--- src/rtl/ssd_scan.sv ---
// ssd_scan: four-digit time-multiplexed display scanner feeding a 4-bit to
// 7-segment decoder. It holds a 16-bit value (one hex nibble per digit),
// steps through the digits every PRESCALE clocks, and double-buffers new
// values so that a frame is never shown partly updated.
//
// Ports:
//   clk      system clock, rising edge
//   rst_n    asynchronous active-low reset
//   load     single-cycle strobe: capture value into the shadow register
//   value    [15:0] display value; [3:0] is digit 0 (rightmost)
//   lzb      leading-zero blank enable (combinational effect)
//   nibble   [3:0] nibble of the selected digit, to the decoder input
//   an       [3:0] active-low digit enables (all high when blanked)
//   pending  high while a loaded value is waiting for a frame boundary
//
// Handshake: load is a bare strobe with no ready. Every cycle it is high is
// accepted; the most recent value loaded before a frame boundary commits.
module ssd_scan #(
  parameter int PRESCALE = 50000
) (
  input  logic        clk,
  input  logic        rst_n,
  input  logic        load,
  input  logic [15:0] value,
  input  logic        lzb,
  output logic [3:0]  nibble,
  output logic [3:0]  an,
  output logic        pending
);

  localparam int CW = (PRESCALE > 1) ? $clog2(PRESCALE) : 1;

  logic [CW-1:0] cnt;
  logic [1:0]    sel;
  logic [15:0]   shadow;
  logic [15:0]   disp;
  logic          tick;
  logic          frame_end;
  logic          blank;

  assign tick      = (cnt == CW'(PRESCALE - 1));
  assign frame_end = tick && (sel == 2'd3);

  // Prescaler and digit ring. The ring is the only sequencing state.
  always_ff @(posedge clk or negedge rst_n) begin
    if (!rst_n) begin
      cnt <= '0;
      sel <= 2'd0;
    end else if (tick) begin
      cnt <= '0;
      sel <= sel + 2'd1;
    end else begin
      cnt <= cnt + CW'(1);
    end
  end

  // Shadow/display double buffer. The load assignment comes last so that a
  // load landing on the commit cycle keeps pending set for the next frame,
  // while disp still takes the pre-edge shadow.
  always_ff @(posedge clk or negedge rst_n) begin
    if (!rst_n) begin
      shadow  <= 16'h0000;
      disp    <= 16'h0000;
      pending <= 1'b0;
    end else begin
      if (frame_end && pending) begin
        disp    <= shadow;
        pending <= 1'b0;
      end
      if (load) begin
        shadow  <= value;
        pending <= 1'b1;
      end
    end
  end

  // Leading-zero blanking: a digit blanks only if it and every digit to its
  // left are zero. Digit 0 always shows so a zero value still displays "0".
  always_comb begin
    blank = 1'b0;
    if (lzb) begin
      case (sel)
        2'd3:    blank = (disp[15:12] == 4'h0);
        2'd2:    blank = (disp[15:8]  == 8'h00);
        2'd1:    blank = (disp[15:4]  == 12'h000);
        default: blank = 1'b0;
      endcase
    end
  end

  always_comb begin
    nibble = disp[{sel, 2'b00} +: 4];
    an     = blank ? 4'b1111 : ~(4'b0001 << sel);
  end

endmodule
--- config.mk ---
export PLATFORM = sky130hd
export DESIGN_NAME = ssd_scan
export DESIGN_NICKNAME = d
export VERILOG_FILES = /design/src/rtl/ssd_scan.sv
export SDC_FILE = /design/constraint.sdc
export NUM_CORES = 1
export LEC_CHECK = 0
export BUFFER_PORTS_ARGS = -buffer_cell sky130_fd_sc_hd__buf_2
export CAP_MARGIN = 20
export CORE_ASPECT_RATIO = 2
export CORE_UTILIZATION = 52
export DETAILED_ROUTE_END_ITERATION = 10
export PLACE_DENSITY = 0.75
export SLEW_MARGIN = 20
export SYNTH_ARGS = -nofsm -noshare
export SYNTH_HDL_FRONTEND = slang
export SYNTH_SLANG_ARGS = --single-unit
--- constraint.sdc ---
create_clock -name clk -period 1.8 [get_ports clk]
set_input_delay 0.36 -clock clk [delete_from_list [all_inputs] [get_ports clk]]
set_output_delay 0.36 -clock clk [all_outputs]
set_load 0.02 [all_outputs]
==> reports/qor.yml <==
setup_path:
  cp.required_ns: 1.44
  crit_arrival_ns: 1.59
  critPathMaxFanout: 3
  endpoint_kind: "primary output"
  start_kind: "register"
  worstSetupPathType: "reg2out"
timing:
  fin_setup_tns_ns: -0.6332
  maxSlewHeadroom_pct: 58.40
  holdWs_ns: 0.1468
  tightest_slew_ns: 0.6240
  skew_ns: 0.008433
  final-max-slew-violation-count: 0
  final_hold_viol_count: 0
  max_freq_mhz: 513.5
  final.setup.worst_slack_ns: -0.1475
  rsz0062_at_grt: "yes"
  period_minus_slack_ns: 1.947
  fin_crit_sh_pct: 108.2
  setup_viol: 7
floorplan:
  fp-row-count: 34
  initial_core_util_pct: 54.91
  die_area_sq_um: 4920
  die_w_microns: 50.10
  die_h_microns: 98.20
  io_pins: 29
  core_area_sq_um: 4382
clock_tree:
  clkTransAtPathRegs_ns: 0.09
  hold_buffers: 0
  numCtsBuffers: 5
  root_buffer: "clkbuf_8"
  cts_buffer_depth: 2
  htreeDepth: 2
  numClockSinks: 51
  clkLatencyLatePin_ns: 0.31
  tritoncts: "built"
routing:
  viasPerCell: 5.599
  drc: 0
  first_iter_violations: 42
  routedWlPerCell_microns: 18.65
  vias: 1562
  first_pass_iters: 4
  wirelength_mm: 5.204
  antenna_left: 0
global_routing:
  track_usage_pct: 23.19
  grt_max_degree: 52
  grt_pass1_vias: 1709
  grt_pass1_wl_mm: 8.300
  antenna_found_initial: 0
  grt_overflow: 0
placement:
  dp_hpwl_mm: 3.629
  port_buffers: 28
  gp_congestion: 0.9162
layout:
  nets: 250
  area_growth_pct: 21.01
  n_antenna_cell: 0
  drive_above_1_share_pct: 48.89
logic_synthesis:
  yosys.area.top_type: "dfrtp_1"
  async_reset_ff_share_pct: 100.0
  synth-seq-cells: 51
  synth_cells: 174
  ys.warnings.count: 0
  synth_area_sq_um: 2406
  synth_top_flop_cell: "dfrtp_1"
  synthTopCellsByArea: "dfrtp_1, mux2_2, mux2_4, mux4_2, ha_1"
  yosysTopAreaCellShare_pct: 53.04
  yosysSeqAreaShare_pct: 53.04
  synth_cell_type_count: 37
  syn-num-nets: 200
  synth-edff-count: 0
  avgSynthCellArea_sq_um: 13.83
pwr:
  p_leak_nw: 1.390
  p_per_area_nw_per_um2: 678.6
  irDropWorstVdd_uv: 501.8
  total_power_mw: 1.976
outcome:
  violations: "negative setup slack"
  status: "finished, violations left"
job:
  cap_viol_max_count: 0
worst_hold_path:
  min_path_type: "in2async"
stage by stage:
stage          instances  worst slack (ns)  area, sq um  util, %
2_1_floorplan        174          -0.01074         2406        -
3_3_place_gp         263           0.01754         2670    60.94
3_5_place_dp         263          -0.02610         2670    60.94
4_1_cts              277          -0.09640         2877    65.65
5_1_grt              279           -0.2224         2912    66.45
6_report             279           -0.1475         2912    66.45
state kept, by name, summed over array words and instances, names as in the netlist:
name	flops
cnt	16
disp	16
pending	1
sel	2
shadow	16
layout make-up:
| cell class | count | area [sq um] |
|---|---|---|
| repair buffers | 49 | 357.8 |
| inverters | 4 | 15.01 |
| clock inverters | 2 | 16.27 |
| flip-flops and latches | 51 | 1279 |
| clock buffers | 6 | 82.58 |
| multi-input cells | 113 | 1094 |
| well taps | 54 | 67.56 |
| fillers | 323 | 1470 |
final timing paths:
kind / endpoint / start / slack, ns / cells after the start
max in group asynchronous: sel[1] / rst_n / 1.20 / 2
worst min-delay path: disp[10] / rst_n / 0.15 / 2
worst max register to register: disp[4] / sel[1] / 0.08 / 6
worst min register to register: cnt[0] / cnt[0] / 0.49 / 1
min in group clk: shadow[6] / value[6] / 0.28 / 2
worst max-delay path: an[1] / disp[5] / -0.15 / 5
critical path, stage by stage (launching register included):
cell and delay, ns:
dfrtp_1 0.44, nor4_1 0.31, a21o_1 0.16, a21oi_1 0.06, o21ai_1 0.15, buf_4 0.16
power by group:
part | internal, mW | switching (mW) | total (mW)
registers | 1.18 | 0.0221 | 1.20
logic | 0.0483 | 0.0434 | 0.0917
clock network | 0.314 | 0.367 | 0.681
total | 1.54 | 0.433 | 1.98
metal layers:
| layer | share of wire (%) | up-vias | track usage (%) |
|---|---|---|---|
| met5 | 0 | - | 0 |
| met4 | 2.3 | 0 | 13.41 |
| met3 | 2.8 | 9 | 3.427 |
| met2 | 60 | 48 | 42.87 |
| met1 | 35 | 780 | 23.21 |
| li1 | - | 725 | - |
cell usage in the layout (no fill, tap or decap), types with 2 or more instances in the layout:
cell,netlist,routed
dfrtp_1,51,49
and3_2,2,2
clkbuf_8,0,6
buf_4,0,19
nand4_1,5,5
xnor2_1,6,6
inv_2,0,2
ha_1,6,3
buf_2,2,21
o21ai_1,0,2
nand2_1,8,8
ha_2,0,3
inv_1,4,2
and4_1,3,3
nor2_1,9,9
mux2_2,22,22
and4bb_2,2,2
dfrtp_2,0,2
xor2_1,6,6
nor4_2,0,2
mux2_4,10,10
a21o_1,3,3
o21ai_0,4,2
a31oi_1,2,2
nand3_1,4,4
buf_6,0,8
mux4_2,4,4
synthesized netlist by cell type, types with 2 or more instances:
cell type and n:
mux2_2 22, xnor2_1 6, clkbuf_1 2, o21ai_0 4
xor2_1 6, nand3_1 4, nand4_1 5, inv_1 4
nor2_1 9, mux2_4 10, and3_2 2, a31oi_1 2
nor4_1 3, dfrtp_1 51, mux4_2 4, nand2_1 8
and4_1 3, buf_2 2, a21o_1 3, ha_1 6
and4bb_2 2
timing repair:
action,in CTS,in global routing
endpoints found under the setup margin,13,7
resized for setup,21,5
buffers inserted,6,2
pin swaps,3,3
kinds of logic (layout without fill, tap and decap cells):
| group | count (synthesis) | in the layout | share of synthesized area (%) |
|---|---|---|---|
| and+or+nand+nor | 49 | 49 | 14.35 |
| xor gates and xnor gates | 12 | 12 | 4.368 |
| muxes | 36 | 36 | 20.28 |
| buffers and inverters | 10 | 61 | 2.340 |
| adders and majority gates | 6 | 6 | 3.120 |
| AOI/OAI and AO/OA | 10 | 10 | 2.496 |
| DFF | 51 | 51 | 53.04 |
Power figures use the tool's default switching activity.
